[src/rtl/sysctrl_bank.sv]
// sysctrl_bank
//   MCU system-control block. It decodes the MCU byte-stream command protocol
//   and holds a generic bank of NUM_CFG 8-bit configuration slots. It also
//   latches edge-triggered interrupts against a per-channel enable mask.
//
//   Optional feature macro: SYSCTRL_READBACK_EN
//     When defined, command 6 (config read) is built in.
//     When undefined, command 6 is treated as an unknown command and no
//     read mux is built.
//
//   Ports
//     clk, reset      : clock; synchronous active-high reset (also coldboot)
//     data_in_strobe  : one-cycle pulse, data_in valid
//     data_in_start   : strobe carries the command byte of a new frame
//     data_in         : MCU byte
//     data_out        : response byte, shifted out by the MCU on the next byte
//     int_out_n       : active-low interrupt request to the MCU
//     int_in          : level interrupt sources (bit 0 unused, coldboot slot)
//     buttons / leds  : board buttons in, MCU-driven LEDs out
//     color           : RGB value for the ws2812 driver
//     cfg_flat        : config bank, slot n at [8n+7:8n]
//     cfg_wr          : one-cycle pulse after each accepted slot write
//     cfg_wr_id       : slot number of the last accepted write

module sysctrl_bank #(
    parameter logic [7:0]           CORE_ID     = 8'h02,
    parameter int unsigned          NUM_CFG     = 32,
    parameter logic [NUM_CFG*8-1:0] CFG_DEFAULT = '0,
    parameter int unsigned          INT_W       = 8
) (
    input  logic                   clk,
    input  logic                   reset,
    input  logic                   data_in_strobe,
    input  logic                   data_in_start,
    input  logic [7:0]             data_in,
    output logic [7:0]             data_out,
    output logic                   int_out_n,
    input  logic [INT_W-1:0]       int_in,
    input  logic [1:0]             buttons,
    output logic [1:0]             leds,
    output logic [23:0]            color,
    output logic [NUM_CFG*8-1:0]   cfg_flat,
    output logic                   cfg_wr,
    output logic [7:0]             cfg_wr_id
);

    localparam int unsigned CFG_W = NUM_CFG * 8;

    localparam logic [7:0] CMD_STATUS  = 8'd0;
    localparam logic [7:0] CMD_LEDS    = 8'd1;
    localparam logic [7:0] CMD_COLOR   = 8'd2;
    localparam logic [7:0] CMD_BUTTONS = 8'd3;
    localparam logic [7:0] CMD_CFG_WR  = 8'd4;
    localparam logic [7:0] CMD_INT     = 8'd5;
`ifdef SYSCTRL_READBACK_EN
    localparam logic [7:0] CMD_CFG_RD  = 8'd6;
`endif

    // Registered state
    logic [7:0]       r_cmd;
    logic [7:0]       r_idx;
    logic [7:0]       r_ptr;
    logic [7:0]       r_data_out;
    logic [1:0]       r_leds;
    logic [23:0]      r_color;
    logic [CFG_W-1:0] r_cfg;
    logic             r_cfg_wr;
    logic [7:0]       r_cfg_wr_id;
    logic [INT_W-1:0] r_pending;
    logic [INT_W-1:0] r_enable;
    logic [INT_W-1:0] r_int_q;
    logic             r_int_out_n;

    // Next-state values
    logic [7:0]       w_cmd_next;
    logic [7:0]       w_idx_next;
    logic [7:0]       w_ptr_next;
    logic [7:0]       w_data_out_next;
    logic [1:0]       w_leds_next;
    logic [23:0]      w_color_next;
    logic [CFG_W-1:0] w_cfg_next;
    logic             w_cfg_wr_next;
    logic [7:0]       w_cfg_wr_id_next;
    logic [INT_W-1:0] w_pending_next;
    logic [INT_W-1:0] w_enable_next;
    logic [INT_W-1:0] w_ack;
    logic [INT_W-1:0] w_rise;
    logic [7:0]       w_rev;
    logic             w_cmd_byte;
    logic             w_payload;
    logic             w_ptr_ok;

    // Saturating 8-bit increment shared by the byte index and slot pointer
    function automatic logic [7:0] sat_inc(input logic [7:0] v);
        return (v == 8'hFF) ? v : v + 8'd1;
    endfunction

    function automatic logic [7:0] bit_rev(input logic [7:0] v);
        logic [7:0] r;
        for (int unsigned b = 0; b < 8; b++) begin
            r[b] = v[7-b];
        end
        return r;
    endfunction

`ifdef SYSCTRL_READBACK_EN
    // Slot read mux; 9-bit address so ptr+1 past 255 reads as empty
    function automatic logic [7:0] slot_rd(input logic [CFG_W-1:0] bank,
                                           input logic [8:0]       addr);
        logic [7:0] rd;
        rd = 8'h00;
        for (int unsigned s = 0; s < NUM_CFG; s++) begin
            if (addr == 9'(s)) begin
                rd = bank[s*8 +: 8];
            end
        end
        return rd;
    endfunction
`endif

    assign w_cmd_byte = data_in_strobe && data_in_start;
    assign w_payload  = data_in_strobe && !data_in_start && (r_idx != 8'd0);
    assign w_ptr_ok   = (32'(r_ptr) < NUM_CFG);
    assign w_rev      = bit_rev(data_in);

    // Rising edges of the interrupt sources; bit 0 belongs to coldboot
    assign w_rise = int_in & ~r_int_q & ~INT_W'(1);

    // Frame decode and command execution
    always_comb begin
        w_cmd_next       = r_cmd;
        w_idx_next       = r_idx;
        w_ptr_next       = r_ptr;
        w_data_out_next  = r_data_out;
        w_leds_next      = r_leds;
        w_color_next     = r_color;
        w_cfg_next       = r_cfg;
        w_cfg_wr_next    = 1'b0;
        w_cfg_wr_id_next = r_cfg_wr_id;
        w_enable_next    = r_enable;
        w_ack            = '0;

        if (w_cmd_byte) begin
            w_cmd_next = data_in;
            w_idx_next = 8'd1;
        end else if (w_payload) begin
            w_idx_next = sat_inc(r_idx);
            case (r_cmd)
                CMD_STATUS: begin
                    case (r_idx)
                        8'd1:    w_data_out_next = 8'h5C;
                        8'd2:    w_data_out_next = 8'h42;
                        8'd3:    w_data_out_next = CORE_ID;
                        8'd4:    w_data_out_next = 8'(NUM_CFG);
                        default: w_data_out_next = 8'h00;
                    endcase
                end
                CMD_LEDS: begin
                    if (r_idx == 8'd1) begin
                        w_leds_next = data_in[1:0];
                    end
                end
                CMD_COLOR: begin
                    case (r_idx)
                        8'd1:    w_color_next[15:8]  = w_rev;
                        8'd2:    w_color_next[7:0]   = w_rev;
                        8'd3:    w_color_next[23:16] = w_rev;
                        default: ;
                    endcase
                end
                CMD_BUTTONS: begin
                    w_data_out_next = {6'b0, buttons};
                end
                CMD_CFG_WR: begin
                    if (r_idx == 8'd1) begin
                        w_ptr_next = data_in;
                    end else begin
                        w_ptr_next = sat_inc(r_ptr);
                        // Writes past the end of the bank are silently dropped
                        if (w_ptr_ok) begin
                            w_cfg_wr_next    = 1'b1;
                            w_cfg_wr_id_next = r_ptr;
                            for (int unsigned s = 0; s < NUM_CFG; s++) begin
                                if (r_ptr == 8'(s)) begin
                                    w_cfg_next[s*8 +: 8] = data_in;
                                end
                            end
                        end
                    end
                end
                CMD_INT: begin
                    w_data_out_next = 8'(r_pending);
                    if (r_idx == 8'd1) begin
                        w_ack = data_in[INT_W-1:0];
                    end
                    if (r_idx == 8'd2) begin
                        // Coldboot channel can never be masked
                        w_enable_next = data_in[INT_W-1:0] | INT_W'(1);
                    end
                end
`ifdef SYSCTRL_READBACK_EN
                CMD_CFG_RD: begin
                    if (r_idx == 8'd1) begin
                        w_ptr_next      = data_in;
                        w_data_out_next = slot_rd(r_cfg, {1'b0, data_in});
                    end else begin
                        w_ptr_next      = sat_inc(r_ptr);
                        w_data_out_next = slot_rd(r_cfg, {1'b0, r_ptr} + 9'd1);
                    end
                end
`endif
                default: ;
            endcase
        end

        // Set has priority over a same-cycle acknowledge
        w_pending_next = (r_pending & ~w_ack) | w_rise;
    end

    // State register
    always_ff @(posedge clk) begin
        if (reset) begin
            r_cmd       <= 8'd0;
            r_idx       <= 8'd0;
            r_ptr       <= 8'd0;
            r_data_out  <= 8'd0;
            r_leds      <= 2'd0;
            r_color     <= 24'd0;
            r_cfg       <= CFG_DEFAULT;
            r_cfg_wr    <= 1'b0;
            r_cfg_wr_id <= 8'd0;
            r_pending   <= INT_W'(1);
            r_enable    <= '1;
            r_int_out_n <= 1'b0;
        end else begin
            r_cmd       <= w_cmd_next;
            r_idx       <= w_idx_next;
            r_ptr       <= w_ptr_next;
            r_data_out  <= w_data_out_next;
            r_leds      <= w_leds_next;
            r_color     <= w_color_next;
            r_cfg       <= w_cfg_next;
            r_cfg_wr    <= w_cfg_wr_next;
            r_cfg_wr_id <= w_cfg_wr_id_next;
            r_pending   <= w_pending_next;
            r_enable    <= w_enable_next;
            r_int_out_n <= ~|(r_pending & r_enable);
        end
    end

    // Edge-detect reference; tracks the inputs through reset so no
    // spurious edge is seen when reset releases with a source held high
    always_ff @(posedge clk) begin
        r_int_q <= int_in;
    end

    assign data_out  = r_data_out;
    assign int_out_n = r_int_out_n;
    assign leds      = r_leds;
    assign color     = r_color;
    assign cfg_flat  = r_cfg;
    assign cfg_wr    = r_cfg_wr;
    assign cfg_wr_id = r_cfg_wr_id;

endmodule

[config.mk]
export PLATFORM = sky130hd
export DESIGN_NAME = sysctrl_bank
export DESIGN_NICKNAME = d
export VERILOG_FILES = /design/src/rtl/sysctrl_bank.sv
export SDC_FILE = /design/constraint.sdc
export NUM_CORES = 1
export LEC_CHECK = 0
export BUFFER_PORTS_ARGS = -buffer_cell sky130_fd_sc_hd__buf_4
export CAP_MARGIN = 20
export CORE_ASPECT_RATIO = 1.5
export CORE_MARGIN = 4
export CORE_UTILIZATION = 50
export CTS_BUF_LIST = sky130_fd_sc_hd__clkbuf_4
export CTS_CLUSTER_DIAMETER = 60
export DETAILED_ROUTE_END_ITERATION = 8
export PLACE_DENSITY = 0.78
export SLEW_MARGIN = 30
export SYNTH_ARGS = -nofsm -noshare
export SYNTH_HDL_FRONTEND = slang
export SYNTH_SLANG_ARGS = --single-unit
[constraint.sdc]
create_clock -name clk -period 2.3 [get_ports clk]
set_input_delay 0.46 -clock clk [delete_from_list [all_inputs] [get_ports clk]]
set_output_delay 0.46 -clock clk [all_outputs]
set_load 0.05 [all_outputs]
==> qor.txt <==
largest family of logic cells by synthesized area - simple AND/OR/NAND/NOR gates
leak pwr - 0.007309 uW
largest net degree at the start of global routing - 134
synth-to-layout area growth - 33.31%
port bufs - 320
Reg power frac - 52.0%
HPWL after detailed placement - 30,370 um
Peak VDD IR - 0.5233 mV
CTS tree - done
Comb power frac - 6.3%
DR DRC count - 0
WS Path Type - reg2reg
WHS Path Cells - 2
max cap viols - 0
initial drt markers - 1,020
Ports - 322
Clock Root Buffer - clkbuf_4
H-tree depth reported by CTS - 3
Worst-path clk slew - 0.08 ns
Internal Pwr Total - 8716 uW
Slew @ Worst Pin - 0.8238 ns
hold endpoint - color[15]$_SDFFE_PP0P_
total track usage - 29.21%
Synth Area in Simple Gates - 28.55%
post-synthesis compound-gate area fraction - 13.26%
r2r startpoint - r_cmd[2]$_SDFFE_PP0P_
pins over their slew limit - 0
Post-synth ARST share - 0%
mux share of post-synthesis cell area - 2.523%
most numerous cell in the Yosys netlist - nand2_1
Row Count - 73
EDFF count, synth - 0
path depth of the worst reg2reg path - 6
Synth area leader - dfxtp_1
Critical Path RT - 2.89 ns
gr ovfl total - 0
post-DR wirelength/cell - 18.88 um
HP Class - in2reg
min Tclk post-route - 2.232 ns
DRT antenna net count - 0
Via density - 5.538
Tcrit/Tclk final - 97.03%
Synth top area share - 51.16%
Clock power frac - 41.7%
met2 usage - 51.07%
layout cells sized above 1 - 29.62%
sw power - 2893 uW
Synth Register Bits - 346
Syn Std Cell Area - 13,540 sq um
relative slew slack - 45.08%
Synth Instances - 1,625
critical hold path startpoint - reset
status - finished clean
top_reg_cell synth - dfxtp_1
first-pass GRT wire length - 69,740 um
CTS sink count - 346
commonest cells in the netlist - 543 x nand2_1, 346 x dfxtp_1, 290 x a21oi_1
die height - 209.5 um
grt met1 use - 33.54%
vias - 13,360
synth top area cells - dfxtp_1 51%, nand2_1 15%, a21oi_1 11%
PwrDens - 643.2 nW/um^2
clk_skew - 0.03575 ns
GRT busiest layer - met2
Reg2Reg Setup Slack - 0.07 ns
Worst-Skew Late Latency - 0.75 ns
count of final setup violators - 0
endpoints failing hold - 0
Yosys warning count - 0
reg2reg end - cfg_flat[174]$_SDFFE_PP0P_
vias in the first global route - 12,910
CTS Buf Count - 80
Post-Syn Area per Cell - 8.332 sq um
CP Capture Type - flop
CP Launch Type - flop
full die area - 29,830 sq um
initial antenna violation count - 2
Placeable Area - 26,580 sq um
Switching Fraction - 24.92%
worst hold slack - 0.1260 ns
routability cong. - 0.8695
fill count - 2,126
DRT Pass-1 Iters - 7
routed wire length - 45,560 um
Fmax - 0.4481 GHz
starting density of the core - 50.94%
post-route design area - 18,050 sq um
clock tree buffer depth - 3
Synth Area in XOR/XNOR - 0.4528%
footprint of the multi-input gates - 6440 sq um
Seq/Total Area, Yosys - 51.16%
Critical Path AT - 2.82 ns
Placement Cell Area - 16,670 sq um
Die W - 142.4 um
routing usage on met3 - 6.063%
NumNets Final - 2,050
Register Area - 6927 sq um
synth unique cells - 59
critical path fanouts, max - 9
area share of fa/ha/maj cells after synthesis - 0.7393%
RSZ-0062 raised after global routing - true
syn nets - 1,655
-- kinds of logic (layout without fill, tap and decap cells) --
kind of cell	after synthesis	count (layout)
AO/OA/AOI/OAI	336	336
other	0	3
XOR/XNOR	7	7
adder cells (fa/ha/maj)	8	8
buffers and inverters	110	558
flip-flops	346	346
multiplexers	34	34
AND/OR/NAND/NOR	784	784
-- worst max-delay path by stage --
stage,from,endpoint,slack (ns),cells past startpoint
after floorplan,r_idx[0]$_SDFFE_PP0P_,leds[0]$_SDFFE_PP0P_,0.06,7
after global placement,r_idx[0]$_SDFFE_PP0P_,cfg_flat[152]$_SDFFE_PP0P_,-0.09,8
after detailed placement,r_idx[0]$_SDFFE_PP0P_,cfg_flat[166]$_SDFFE_PP0P_,-0.11,8
after CTS,r_idx[0]$_SDFFE_PP0P_,cfg_flat[148]$_SDFFE_PP0P_,0.006,8
after global routing,r_ptr[5]$_SDFFE_PP0P_,cfg_flat[22]$_SDFFE_PP0P_,0.00009,6
final,r_cmd[2]$_SDFFE_PP0P_,cfg_flat[174]$_SDFFE_PP0P_,0.07,6
-- worst max-delay path: stages, from the launching register on --
cell and delay (ns):
dfxtp_1 0.47, nor3b_4 0.24, buf_4 0.19, and3_1 0.49, nand4_2 0.42, nand2_1 0.19
a21oi_1 0.07
-- repair_timing --
| item | 4_1_cts | 5_1_grt |
|---|---|---|
| pin swaps | 1 | 5 |
| resized for setup | 20 | 10 |
| hold buffers | 7 | 0 |
| hold endpoints to repair | 12 | 0 |
| endpoints found under the setup margin | 88 | 101 |
| buffers inserted | 1 | 5 |
-- power groups by stage --
stage          combinational [uW]  sequential, uW  clock, uW
4_1_cts                       711            6030       4900
5_1_grt                       770            6030       5240
3_5_place_dp                  671            6170          0
2_1_floorplan                 387            6180          0
3_3_place_gp                  658            6170          0
6_report                      732            6030       4840
-- cell type report --
| type | count | area share, % |
|---|---|---|
| Clock inverter | 14 | 0.4436 |
| Multi-Input combinational cell | 1169 | 35.68 |
| Timing Repair Buffer | 417 | 17.97 |
| Tap cell | 337 | 2.336 |
| Antenna cell | 3 | 0.04159 |
| Inverter | 6 | 0.1248 |
| Clock buffer | 121 | 5.033 |
| Sequential cell | 346 | 38.38 |
-- layer usage --
layer | up-vias | share of wire, % | wire (um)
met5 | - | 0 | 0
met4 | 0 | 4.5 | 2029
met3 | 125 | 7.9 | 3590
met2 | 642 | 51 | 23260
met1 | 6267 | 37 | 16680
li1 | 6328 | - | -
-- layout by cell type (no fill, tap or decap), drive strengths merged, types with 10 or more instances in the layout --
| cell | instances |
|---|---|
| nor3 | 12 |
| nand4 | 43 |
| clkbuf | 121 |
| o21ai | 12 |
| mux2i | 33 |
| clkinv | 12 |
| nand2b | 14 |
| dfxtp | 346 |
| nor2b | 10 |
| a21oi | 290 |
| nor2 | 65 |
| nand3 | 17 |
| nand2 | 543 |
| buf | 410 |
| nor4 | 39 |
-- sequential cells by signal (all words and copies together) (netlist names) --
| name | count |
|---|---|
| r_ptr | 8 |
| r_pending | 8 |
| data_out | 8 |
| r_idx | 8 |
| cfg_wr | 1 |
| r_enable | 7 |
| int_out_n | 1 |
| color | 24 |
| leds | 2 |
| cfg_flat | 256 |
| cfg_wr_id | 8 |
| r_cmd | 8 |
| r_int_q | 7 |
-- stage by stage --
stage	power [uW]	TNS (ns)	instances	util (%)	setup WS, ns
after floorplan	6566	0	1625	-	0.06423
after global placement	6827	-0.8619	2262	62.70	-0.09313
after detailed placement	6841	-2.556	2262	62.74	-0.1076
after CTS	11640	0	2405	67.45	0.005624
after global routing	12040	0	2413	67.91	0.00008638
final	11610	0	2413	67.91	0.06842
No activity file was read; power rests on OpenSTA's default activity.
